### config.mk
export PLATFORM = sky130hd
export DESIGN_NAME = serial_adder_sub
export DESIGN_NICKNAME = d
export VERILOG_FILES = /design/src/rtl/serial_adder_pkg.sv /design/src/rtl/fa_decoder_cell.sv /design/src/rtl/serial_adder_sub.sv
export SDC_FILE = /design/constraint.sdc
export NUM_CORES = 1
export LEC_CHECK = 0
export ABC_AREA = 1
export BUFFER_PORTS_ARGS = -buffer_cell sky130_fd_sc_hd__buf_2
export CORE_MARGIN = 5
export CORE_UTILIZATION = 49
export DETAILED_ROUTE_END_ITERATION = 7
export GPL_ROUTABILITY_DRIVEN = 0
export PLACE_DENSITY = 0.83
export SYNTH_ARGS = -nofsm -noshare
export SYNTH_HDL_FRONTEND = slang
export SYNTH_SLANG_ARGS = --single-unit
export TNS_END_PERCENT = 10
### constraint.sdc
create_clock -name clk -period 1 [get_ports clk]
set_input_delay 0.1 -clock clk [delete_from_list [all_inputs] [get_ports clk]]
set_output_delay 0.1 -clock clk [all_outputs]
set_load 0.005 [all_outputs]
### src/rtl/serial_adder_pkg.sv
// Shared definitions for the bit-serial adder/subtractor: state encoding and
// the bit-counter width rule.
package serial_adder_pkg;

  localparam logic [1:0] IDLE_CODE = 2'd0;
  localparam logic [1:0] RUN_CODE  = 2'd1;
  localparam logic [1:0] DONE_CODE = 2'd2;

  typedef enum logic [1:0] {
    IDLE = IDLE_CODE,
    RUN  = RUN_CODE,
    DONE = DONE_CODE
  } state_e;

  // A one-bit operand still needs a one-bit counter.
  function automatic int cnt_width(input int w);
    return (w <= 1) ? 1 : $clog2(w);
  endfunction

endpackage

### src/rtl/fa_decoder_cell.sv
// Combinational full adder built from a 3-to-8 one-hot decoder; sum and carry
// are ORs of the matching minterms.
module fa_decoder_cell (
  input  logic a_i,
  input  logic b_i,
  input  logic c_i,
  output logic sum_o,
  output logic carry_o
);

  logic [7:0] minterm;

  assign minterm = 8'b0000_0001 << {a_i, b_i, c_i};
  assign sum_o   = minterm[1] | minterm[2] | minterm[4] | minterm[7];
  assign carry_o = minterm[3] | minterm[5] | minterm[6] | minterm[7];

endmodule

### src/rtl/serial_adder_sub.sv
// Bit-serial adder/subtractor: one full-adder cell processes a W-bit operation
// LSB first, one bit per clock, and publishes the result with a done strobe.
module serial_adder_sub
  import serial_adder_pkg::*;
#(
  parameter int W = 8
) (
  input  logic         clk,
  input  logic         rst,
  input  logic         start,
  input  logic         sub,
  input  logic [W-1:0] a,
  input  logic [W-1:0] b,
  input  logic         cin,
  output logic         busy,
  output logic         done,
  output logic [W-1:0] sum,
  output logic         cout,
  output logic         overflow
);

  localparam int CW = cnt_width(W);

  state_e          state_q, state_d;
  logic [W-1:0]    sa_q, sa_d;
  logic [W-1:0]    sb_q, sb_d;
  logic [W-1:0]    result_q, result_d;
  logic [W-1:0]    sum_q, sum_d;
  logic [CW-1:0]   cnt_q, cnt_d;
  logic            carry_q, carry_d;
  logic            aMsb_q, aMsb_d;
  logic            sbMsb_q, sbMsb_d;
  logic            done_q, done_d;
  logic            cout_q, cout_d;
  logic            ovf_q, ovf_d;
  logic            cellSum, cellCarry;

  fa_decoder_cell u_cell (
    .a_i     (sa_q[0]),
    .b_i     (sb_q[0]),
    .c_i     (carry_q),
    .sum_o   (cellSum),
    .carry_o (cellCarry)
  );

  always_ff @(posedge clk) begin
    if (rst) begin
      state_q  <= IDLE;
      sa_q     <= '0;
      sb_q     <= '0;
      result_q <= '0;
      sum_q    <= '0;
      cnt_q    <= '0;
      carry_q  <= 1'b0;
      aMsb_q   <= 1'b0;
      sbMsb_q  <= 1'b0;
      done_q   <= 1'b0;
      cout_q   <= 1'b0;
      ovf_q    <= 1'b0;
    end else begin
      state_q  <= state_d;
      sa_q     <= sa_d;
      sb_q     <= sb_d;
      result_q <= result_d;
      sum_q    <= sum_d;
      cnt_q    <= cnt_d;
      carry_q  <= carry_d;
      aMsb_q   <= aMsb_d;
      sbMsb_q  <= sbMsb_d;
      done_q   <= done_d;
      cout_q   <= cout_d;
      ovf_q    <= ovf_d;
    end
  end

  // Subtraction is folded into the operand load: B is inverted and the carry
  // flop preset to 1, so the datapath itself only ever adds.
  always_comb begin
    state_d  = state_q;
    sa_d     = sa_q;
    sb_d     = sb_q;
    result_d = result_q;
    sum_d    = sum_q;
    cnt_d    = cnt_q;
    carry_d  = carry_q;
    aMsb_d   = aMsb_q;
    sbMsb_d  = sbMsb_q;
    done_d   = 1'b0;
    cout_d   = cout_q;
    ovf_d    = ovf_q;

    case (state_q)
      IDLE: begin
        if (start) begin
          sa_d    = a;
          sb_d    = sub ? ~b : b;
          carry_d = sub ? 1'b1 : cin;
          aMsb_d  = a[W-1];
          sbMsb_d = sub ? ~b[W-1] : b[W-1];
          cnt_d   = '0;
          state_d = RUN;
        end
      end
      RUN: begin
        result_d = (result_q >> 1) | (W'(cellSum) << (W - 1));
        sa_d     = sa_q >> 1;
        sb_d     = sb_q >> 1;
        carry_d  = cellCarry;
        cnt_d    = cnt_q + CW'(1);
        if (cnt_q == CW'(W - 1)) begin
          state_d = DONE;
        end
      end
      DONE: begin
        sum_d   = result_q;
        cout_d  = carry_q;
        ovf_d   = (aMsb_q == sbMsb_q) && (result_q[W-1] != aMsb_q);
        done_d  = 1'b1;
        state_d = IDLE;
      end
      default: begin
        state_d = IDLE;
      end
    endcase
  end

  assign busy     = (state_q == RUN);
  assign done     = done_q;
  assign sum      = sum_q;
  assign cout     = cout_q;
  assign overflow = ovf_q;

endmodule

==> results.cfg <==
[yosys]
syn_area_per_cell_um2 = 6.98
synth_common_cells = 77 x nand2_1, 48 x nor2_1, 43 x dfxtp_1
synth_most_common_cell = nand2_1
syn_inst = 268
synth_ff_type = dfxtp_1
synth-edff-count = 0
yosysTopAreaCellShare_pct = 46.0
yosysWarnings = 0
synth_cell_type_count = 21
synth-async-reset-ratio_pct = 0
synth-seq-cells = 43
ys_seq_area_share_pct = 46.0
synth_fp_nets = 292
ys_top_cells_by_area = dfxtp_1 46%, nand2_1 15%, nor2_1 9.6%
yosysTopAreaCell = dfxtp_1
synth_area_mm2 = 0.00187

[sta]
timing.slew.headroom_pct = 82.9
setup_viol = 41
period_minus_slack_ns = 1.19
slew_viol_final = 0
finalWorstSetupSlack_ns = -0.189
max_freq_mhz = 841
final-hold-violation-count = 0
fin_skew_ns = 0.00629
rsz0062_at_grt = yes
setup-tns-final_ns = -3.78
fin_crit_sh_pct = 119
worst_slew_pin_slew_ns = 0.254

[floorplanning]
start_util_pct = 50.7
rows = 22
die_w_um = 71.8
dieArea_mm2 = 0.00516
core-area_mm2 = 0.00369
die_y_um = 71.8
num_io_pins = 33

[routing]
vias = 1865
wire_per_inst_um = 12.9
routed_wl_um = 4760
drc = 0
drtIter0Drc = 163
drtPass1Iterations = 4
antenna_left = 0
vias_per_cell = 5.07

[cts]
cts_buffers = 5
clockBufferDepth = 2
root_buffer = clkbuf_8
cts_sinks = 43
clk_latency_ns = 0.30
htree_levels = 2
clk_pin_slew_ns = 0.08
cts_tree = yes

[global_routing]
grt_start_max_net_pins = 27
first_global_vias = 1715
track_usage_pct = 19.1
grt_pass1_wl_um = 7660
overflow = 0
antenna_found_initial = 0

[worst_setup_path]
worstSetupPathType = reg -> reg
worstPathArrival_ns = 1.39
r2r_setup_slack_ns = -0.19
crit_path_max_incr_delay_ns = 0.36
worstPathMaxFanout = 7
critical_path_required_ns = 1.20
worstPathCellList = clkinv_4, buf_12, nand2_8, nor2_4, buf_6, nand2_1, nand3_1, nand2_1, inv_1
cp-start-kind = register
endpoint_kind = register
cp_slowest_cell = dfxtp_2
cpMostUsedCell = nand2_1

[finish]
seqCellArea_um2 = 871
drive_above_1_share_pct = 29.4
final_cells = 368
fin_area_mm2 = 0.00246
antennaDiodeCount = 0
nFillCells = 322
fin_nets = 343
areaGrowthSynthToFinish_pct = 31.7
multi_input_area_um2 = 947

[power]
p_sw_share_pct = 28.1
vdd_drop_max_v = 0.000833
p_total_w = 0.00355
p_int_w = 0.00255
leakagePower_nw = 1.26
power_density_mw_per_mm2 = 1440
p_clk_share_pct = 30.6
power.net_switching_w = 0.000996
seqPwrFrac_pct = 52.9
p_comb_share_pct = 16.5

[status]
status = complete, but fails checks
failed_checks = negative setup slack

[placement]
dpl-instance-area_mm2 = 0.00216
dp_slack_ns = -0.246
placed_cells = 353
portBuffers = 32
place_hpwl_um = 2860

[flow_run]
max-cap-violations = 0

[min_path]
hold_class = in -> reg
[metrics by stage]
stage	hold WS [ns]	utilization, %
after floorplan	0.265	-
after global placement	0.407	58.5
after detailed placement	0.415	58.5
after CTS	0.0867	65.0
after global routing	0.101	66.8
final	0.0976	66.8
[power groups by stage]
stage	Combinational, W	Sequential, W	Clock [W]
final	0.000586	0.00188	0.00108
after global routing	0.000652	0.00189	0.00116
after CTS	0.000549	0.00187	0.00109
after detailed placement	0.000477	0.00191	0
after global placement	0.000465	0.00190	0
after floorplan	0.000325	0.00189	0
[placed cells by master (no fill, tap or decap), drive strengths merged]
| master | n |
|---|---|
| nand2 | 80 |
| a21oi | 11 |
| inv | 23 |
| fa | 1 |
| o21ai | 28 |
| clkinvlp | 1 |
| xor2 | 1 |
| nor2 | 49 |
| clkinv | 4 |
| ha | 2 |
| clkbuf | 6 |
| dfxtp | 43 |
| nor3 | 2 |
| buf | 53 |
| nand3 | 16 |
[final timing paths]
| path | from | endpoint | depth (start not counted) |
|---|---|---|---|
| max | state_q[1]$_SDFFE_PP0P_ | sb_q[5]$_SDFFE_PP0P_ | 9 |
| min | a[7] | sa_q[7]$_SDFFE_PP0P_ | 3 |
| max reg2reg | state_q[1]$_SDFFE_PP0P_ | sb_q[5]$_SDFFE_PP0P_ | 9 |
| min reg2reg | cnt_q[0]$_SDFFE_PP0P_ | cnt_q[0]$_SDFFE_PP0P_ | 1 |
[layout make-up]
| cell class | instances | share of cell area [%] |
|---|---|---|
| multi-input cells | 190 | 38.4 |
| well taps | 48 | 2.44 |
| inverters | 24 | 4.92 |
| repair buffers | 53 | 14.8 |
| flip-flops and latches | 43 | 35.3 |
| clock buffers | 6 | 2.94 |
| repair inverters | 2 | 0.609 |
| clock inverters | 2 | 0.508 |
[state kept, by name, summed over array words and instances (netlist names)]
signal and cells:
result_q 8, sa_q 8, sb_q 8, sum 8, cnt_q 3, state_q 2, aMsb_q 1, carry_q 1
cout 1, done 1, overflow 1, sbMsb_q 1
[metal layers]
metal / track usage (%) / vias to the layer above / wire length, um
met5: 0 / - / 0
met4: 10.4 / 0 / 183
met3: 5.19 / 18 / 261
met2: 31.7 / 54 / 2300
met1: 22.2 / 858 / 2020
li1: - / 935 / -
[critical path, delay by kind of cell (launching register included)]
family / cells / cell delay, ns
buffers and inverters: 4 / 0.41
DFF: 1 / 0.36
and+or+nand+nor: 5 / 0.32
[timing repair]
action | 4_1_cts | 5_1_grt
hold buffers | 0 | 0
gates cloned | 2 | 0
setup buffers | 5 | 0
pin swaps | 5 | 3
endpoints found under the hold margin | 0 | 0
gates resized for setup | 27 | 24
setup endpoints to repair | 40 | 44
[kinds of logic after synthesis]
logic type / Yosys count / synth area share [%]
AO/OA/AOI/OAI: 39 / 10.4
XOR/XNOR: 1 / 0.468
adder cells (fa/ha/maj): 3 / 2.41
buffers and inverters: 35 / 8.69
flip-flops: 43 / 46.0
AND/OR/NAND/NOR: 147 / 32.0
Note: power is estimated with default switching activity, not from simulation.
